**config.mk**
```make
export PLATFORM = sky130hd
export DESIGN_NAME = axi_cdc_isolate_gate
export DESIGN_NICKNAME = d
export VERILOG_FILES = /design/src/rtl/axi_cdc_isolate_gate_pkg.sv /design/src/rtl/axi_txn_counter.sv /design/src/rtl/axi_cdc_isolate_gate.sv
export SDC_FILE = /design/constraint.sdc
export NUM_CORES = 1
export LEC_CHECK = 0
export ABC_AREA = 1
export CAP_MARGIN = 0
export CORE_AREA = 2 2 145 147
export CTS_CLUSTER_DIAMETER = 30
export DETAILED_ROUTE_END_ITERATION = 10
export DIE_AREA = 0 0 147 149
export GPL_ROUTABILITY_DRIVEN = 0
export PLACE_DENSITY_LB_ADDON = 0.25
export SYNTH_ARGS = -nofsm -noshare
export SYNTH_HDL_FRONTEND = slang
export SYNTH_SLANG_ARGS = --single-unit
```
**constraint.sdc**
```tcl
create_clock -name clk_i -period 2 [get_ports clk_i]
set_input_delay 0.2 -clock clk_i [delete_from_list [all_inputs] [get_ports clk_i]]
set_output_delay 0.2 -clock clk_i [all_outputs]
set_load 0.05 [all_outputs]
```
**src/rtl/axi_cdc_isolate_gate_pkg.sv**
```systemverilog
// Shared types for the CDC isolation gate: gate FSM states, a default AXI
// request/response struct pair and the counter-width helper.
package axi_cdc_isolate_gate_pkg;

    localparam int unsigned IdWidth   = 4;
    localparam int unsigned AddrWidth = 32;
    localparam int unsigned DataWidth = 32;
    localparam int unsigned StrbWidth = DataWidth / 8;

    typedef enum logic [1:0] {
        NORMAL   = 2'd0,
        DRAIN    = 2'd1,
        ISOLATED = 2'd2
    } gate_state_e;

    typedef struct packed {
        logic [IdWidth-1:0]   id;
        logic [AddrWidth-1:0] addr;
        logic [7:0]           len;
    } gate_ax_chan_t;

    typedef struct packed {
        logic [DataWidth-1:0] data;
        logic [StrbWidth-1:0] strb;
        logic                 last;
    } gate_w_chan_t;

    typedef struct packed {
        logic [IdWidth-1:0] id;
        logic [1:0]         resp;
    } gate_b_chan_t;

    typedef struct packed {
        logic [IdWidth-1:0]   id;
        logic [DataWidth-1:0] data;
        logic [1:0]           resp;
        logic                 last;
    } gate_r_chan_t;

    typedef struct packed {
        gate_ax_chan_t aw;
        logic          aw_valid;
        gate_w_chan_t  w;
        logic          w_valid;
        logic          b_ready;
        gate_ax_chan_t ar;
        logic          ar_valid;
        logic          r_ready;
    } gate_axi_req_t;

    typedef struct packed {
        logic         aw_ready;
        logic         ar_ready;
        logic         w_ready;
        gate_b_chan_t b;
        logic         b_valid;
        gate_r_chan_t r;
        logic         r_valid;
    } gate_axi_resp_t;

    // Bits needed to hold 0..max_cnt inclusive.
    function automatic int unsigned cnt_width(input int unsigned max_cnt);
        return $clog2(max_cnt + 1);
    endfunction

endpackage

```
**src/rtl/axi_txn_counter.sv**
```systemverilog
// Saturating up/down outstanding-transaction counter with full/empty flags and
// the address-channel valid-stability lock.
module axi_txn_counter
    import axi_cdc_isolate_gate_pkg::*;
#(
    parameter  int unsigned MaxCnt   = 8,
    localparam int unsigned CntWidth = cnt_width(MaxCnt)
) (
    input  logic                clk_i,
    input  logic                rst_i,
    input  logic                inc_i,
    input  logic                dec_i,
    input  logic                lock_set_i,
    input  logic                lock_clr_i,
    output logic [CntWidth-1:0] cnt_o,
    output logic                full_o,
    output logic                empty_o,
    output logic                lock_o
);

    localparam logic [CntWidth-1:0] MaxVal = CntWidth'(MaxCnt);

    logic [CntWidth-1:0] cnt_q, cnt_d;
    logic                lock_q, lock_d;

    assign full_o  = (cnt_q == MaxVal);
    assign empty_o = (cnt_q == '0);
    assign cnt_o   = cnt_q;
    assign lock_o  = lock_q;

    // Simultaneous inc/dec cancels; otherwise saturate at both ends.
    always_comb begin
        cnt_d = cnt_q;
        if (inc_i && !dec_i && !full_o) begin
            cnt_d = cnt_q + CntWidth'(1);
        end else if (dec_i && !inc_i && !empty_o) begin
            cnt_d = cnt_q - CntWidth'(1);
        end
    end

    always_comb begin
        lock_d = lock_q;
        if (lock_clr_i) begin
            lock_d = 1'b0;
        end else if (lock_set_i) begin
            lock_d = 1'b1;
        end
    end

    always_ff @(posedge clk_i) begin
        if (rst_i) begin
            cnt_q  <= '0;
            lock_q <= 1'b0;
        end else begin
            cnt_q  <= cnt_d;
            lock_q <= lock_d;
            assert (!(inc_i && !dec_i && full_o))
                else $error("axi_txn_counter: increment while full");
            assert (!(dec_i && !inc_i && empty_o))
                else $error("axi_txn_counter: decrement while empty");
        end
    end

endmodule

```
**src/rtl/axi_cdc_isolate_gate.sv**
```systemverilog
// Source-domain gate in front of an AXI CDC: limits outstanding AW/AR, and on
// isolate_i drains in-flight traffic before flagging isolated_o.
module axi_cdc_isolate_gate
    import axi_cdc_isolate_gate_pkg::*;
#(
    parameter  int unsigned MaxTrans   = 8,
    parameter  type         axi_req_t  = gate_axi_req_t,
    parameter  type         axi_resp_t = gate_axi_resp_t,
    localparam int unsigned CntWidth   = cnt_width(MaxTrans)
) (
    input  logic                clk_i,
    input  logic                rst_i,
    input  axi_req_t            slv_req_i,
    output axi_resp_t           slv_resp_o,
    output axi_req_t            mst_req_o,
    input  axi_resp_t           mst_resp_i,
    input  logic                isolate_i,
    output logic                isolated_o,
    output logic [CntWidth-1:0] wr_cnt_o,
    output logic [CntWidth-1:0] rd_cnt_o
);

    gate_state_e state_q;
    logic        isolated_q;

    logic wr_full, wr_empty, wr_lock;
    logic rd_full, rd_empty, rd_lock;
    logic aw_open, ar_open;
    logic aw_hs, ar_hs, b_hs, r_hs, r_last_hs;
    logic drained;

    // A locked beat stays open regardless of state or count so valid never drops.
    assign aw_open = ((state_q == NORMAL) && !wr_full) || wr_lock;
    assign ar_open = ((state_q == NORMAL) && !rd_full) || rd_lock;

    always_comb begin
        mst_req_o           = slv_req_i;
        mst_req_o.aw_valid  = slv_req_i.aw_valid & aw_open;
        mst_req_o.ar_valid  = slv_req_i.ar_valid & ar_open;
        slv_resp_o          = mst_resp_i;
        slv_resp_o.aw_ready = mst_resp_i.aw_ready & aw_open;
        slv_resp_o.ar_ready = mst_resp_i.ar_ready & ar_open;
    end

    assign aw_hs     = mst_req_o.aw_valid & mst_resp_i.aw_ready;
    assign ar_hs     = mst_req_o.ar_valid & mst_resp_i.ar_ready;
    assign b_hs      = mst_resp_i.b_valid & slv_req_i.b_ready;
    assign r_hs      = mst_resp_i.r_valid & slv_req_i.r_ready;
    assign r_last_hs = r_hs & mst_resp_i.r.last;

    axi_txn_counter #(
        .MaxCnt(MaxTrans)
    ) i_wr_cnt (
        .clk_i      (clk_i),
        .rst_i      (rst_i),
        .inc_i      (aw_hs),
        .dec_i      (b_hs),
        .lock_set_i (mst_req_o.aw_valid & ~mst_resp_i.aw_ready),
        .lock_clr_i (aw_hs),
        .cnt_o      (wr_cnt_o),
        .full_o     (wr_full),
        .empty_o    (wr_empty),
        .lock_o     (wr_lock)
    );

    axi_txn_counter #(
        .MaxCnt(MaxTrans)
    ) i_rd_cnt (
        .clk_i      (clk_i),
        .rst_i      (rst_i),
        .inc_i      (ar_hs),
        .dec_i      (r_last_hs),
        .lock_set_i (mst_req_o.ar_valid & ~mst_resp_i.ar_ready),
        .lock_clr_i (ar_hs),
        .cnt_o      (rd_cnt_o),
        .full_o     (rd_full),
        .empty_o    (rd_empty),
        .lock_o     (rd_lock)
    );

    assign drained = wr_empty && rd_empty && !wr_lock && !rd_lock;

    // isolated_q moves on the same edge as the state so it tracks ISOLATED exactly.
    always_ff @(posedge clk_i) begin
        if (rst_i) begin
            state_q    <= NORMAL;
            isolated_q <= 1'b0;
        end else begin
            if (state_q == ISOLATED) begin
                assert (!(b_hs || r_hs))
                    else $error("axi_cdc_isolate_gate: response while isolated");
            end
            case (state_q)
                NORMAL: begin
                    if (isolate_i) begin
                        state_q <= DRAIN;
                    end
                end
                DRAIN: begin
                    if (!isolate_i) begin
                        state_q <= NORMAL;
                    end else if (drained) begin
                        state_q    <= ISOLATED;
                        isolated_q <= 1'b1;
                    end
                end
                ISOLATED: begin
                    if (!isolate_i) begin
                        state_q    <= NORMAL;
                        isolated_q <= 1'b0;
                    end
                end
                default: begin
                    state_q    <= NORMAL;
                    isolated_q <= 1'b0;
                end
            endcase
        end
    end

    assign isolated_o = isolated_q;

endmodule

```
==> impl_metrics.tcl <==
set metrics [dict create \
    dpl_worst_slack_ns -0.340 \
    fin_cells 465 \
    fp-row-count 53 \
    syn_area_per_cell_um2 7.41 \
    synth_seq_cells 13 \
    clock_latency_ns 0.24 \
    finalSetupViolCount 0 \
    max_slew.worst_pin.slew_ns 0.538 \
    crit_path_end_kind "register" \
    nFillCells 2416 \
    via_count 1210 \
    yosysTopAreaCell "buf_4" \
    reg2reg_from "i_wr_cnt.cnt_o[1]" \
    synth.distinct_cells 27 \
    fp.dieH_um 149 \
    finalPower_uw 1580 \
    clkTransAtPathRegs_ns 0.05 \
    drt_iter0_markers 19 \
    totalNegativeSetupSlack_ns 0 \
    critPathMaxFanout 3 \
    grt_pass1_wl_um 6530 \
    drc 0 \
    initial_core_util_pct 10.8 \
    wl_per_cell_um 9.83 \
    grt_max_degree 11 \
    maxCapViolCount 0 \
    syn_area_um2 2210 \
    routed_via_density 2.60 \
    die_w_um 147 \
    status "finished clean" \
    min_path_type "in -> out" \
    syn_inst 299 \
    drt-total-wl_um 4570 \
    ant_nets 0 \
    max_slew_margin_pct 64.0 \
    cts_root_buf "clkbuf_16" \
    ios 372 \
    grt_pass1_vias 1232 \
    seqCellArea_um2 290 \
    reg2reg_slack_ns 0.13 \
    rsz0062_at_grt "true" \
    synthTopCellsByArea "buf_4, dfxtp_1, inv_1" \
    cts_buffer_depth 2 \
    critPathLaunch "i_wr_cnt.cnt_o[1]" \
    holdWs_ns 0.400 \
    clock_sinks 13 \
    drive_gt1_share_pct 45.5 \
    arrival_ns 2.05 \
    p_per_area_nw_per_um2 772 \
    max_freq_ghz 0.536 \
    final_cell_mix "buf_4, inv_1, clkdlybuf4s50_1" \
    critical_path.endpoint "i_wr_cnt.cnt_o[3]" \
    core_area_um2 20600 \
    yosysWarnings 0 \
    dp_cells 451 \
    synth_nets 488 \
    period_share_pct 93.3 \
    slew_violations 0 \
    dp_hpwl_um 3720 \
    antenna_found_initial 1 \
    ir_drop_mv 0.211 \
    rr_worst_depth 14 \
    p_leak_uw 0.000839 \
    die_area_um2 21900 \
    cts_made_buffers 3 \
    worst_slack_ns 0.133 \
    min_period_ns 1.87 \
    grt.overflow.total 0 \
    multiInputGateArea_um2 659 \
    firstDrtPassIters 3 \
    port_buffers 29 \
    final_common_cell "buf_4" \
    r2r-end "i_wr_cnt.cnt_o[3]" \
    area_growth_pct -7.57 \
    cts_tree "built" \
    grt_usage_pct 3.86 \
    critical_path_class "reg -> reg" \
    cp.required_ns 2.18 \
    layout.nets 379 \
    fin_skew_ns 0.00509 \
    netlist.area_leader.share_pct 59.7 \
    finalHoldViolations 0 \
    ctsHtreeMaxLevel 1 \
    ctsHoldBuffers 0 \
    critPathLaunchType "register" \
    ys_seq_area_share_pct 11.8 \
]
-- kinds of logic after synthesis --
| kind of cell | share of synthesized area (%) |
|---|---|
| adder cells (fa/ha/maj) | 4.07 |
| AND/OR/NAND/NOR | 12.7 |
| XOR/XNOR | 0.791 |
| flip-flops | 11.8 |
| AO/OA/AOI/OAI | 6.78 |
| buffers and inverters | 63.9 |
-- Yosys cell counts --
master    instances
ha_1              4
a21boi_2          1
nor2_1           10
buf_4           176
clkinv_1          1
a211oi_1          3
nor2_2            3
dfxtp_1          13
a21o_1            2
inv_2             3
o21ai_0           6
fa_1              2
nand2_2           4
nand2_1          17
nand4_2           2
o211a_1           1
nand3_2           3
o21ai_1           1
xor2_1            2
nand3_1           7
nand2_4           2
a21oi_1          10
a31oi_1           1
inv_1            21
and2_1            1
nand4_1           2
nor3_1            1
-- cell type report --
cell class                 instances  area share, %
sequential                        13           14.2
tap                              275           16.8
clock buffer                       4           3.85
multi-input combinational         85           32.2
inverter                          25           4.58
timing repair buffer              62           28.2
antenna                            1          0.122
-- report_power, final --
group | total [uW] | switching [uW] | internal [uW] | leakage [uW]
combinational | 845 | 470 | 375 | 0.000689
sequential | 354 | 46.8 | 307 | 0.000112
clock | 380 | 111 | 269 | 0.0000382
total | 1580 | 628 | 952 | 0.000839
-- worst min path at each step --
stage                       to            from  depth (start not counted)  slack (ns)
2_1_floorplan  i_rd_cnt.lock_o           rst_i                          1        0.28
3_3_place_gp    mst_req_o[108]  slv_req_i[108]                          0        0.40
3_5_place_dp    mst_req_o[108]  slv_req_i[108]                          0        0.40
4_1_cts         mst_req_o[108]  slv_req_i[108]                          0        0.40
5_1_grt          mst_req_o[35]   slv_req_i[35]                          0        0.40
6_report        mst_req_o[114]  slv_req_i[114]                          0        0.40
-- through the flow --
| stage | utilization (%) | area, um^2 |
|---|---|---|
| 3_5_place_dp | 8.62 | 1770 |
| 5_1_grt | 9.95 | 2040 |
| 4_1_cts | 9.16 | 1880 |
| 2_1_floorplan | - | 2250 |
| 6_report | 9.96 | 2050 |
| 3_3_place_gp | 8.62 | 1770 |
-- worst max-delay path, cell delays in order (launching register included) --
cell	delay, ns
dfxtp_4	0.34
nor2_4	0.18
nand2_2	0.08
nand2_2	0.09
nand2_4	0.06
nand4_4	0.11
ha_4	0.21
a21o_1	0.17
a21oi_2	0.18
inv_1	0.07
nand2_2	0.08
nand3_2	0.07
nand2_1	0.06
inv_1	0.04
nor2_2	0.08
-- registers in the layout (all words and copies together), names as in the netlist --
| register | count |
|---|---|
| isolated_o | 1 |
| i_wr_cnt.lock_o | 1 |
| i_rd_cnt.lock_o | 1 |
| state_q | 2 |
| i_wr_cnt.cnt_o | 4 |
| i_rd_cnt.cnt_o | 4 |
-- per-layer routing --
metal	GRT usage (%)	up-vias	part of all wire [%]	routed length [um]
li1	-	536	-	-
met2	5.61	68	44	2010
met5	0	-	0	0
met3	1.77	84	13	584
met1	3.07	522	29	1350
met4	6.39	0	14	624
-- what timing repair did --
action | 4_1_cts | 5_1_grt
pin swaps | 1 | 12
resized for setup | 6 | 20
buffers inserted | 1 | 8
setup endpoints to repair | 2 | 3
Note: power is estimated with default switching activity, not from simulation.
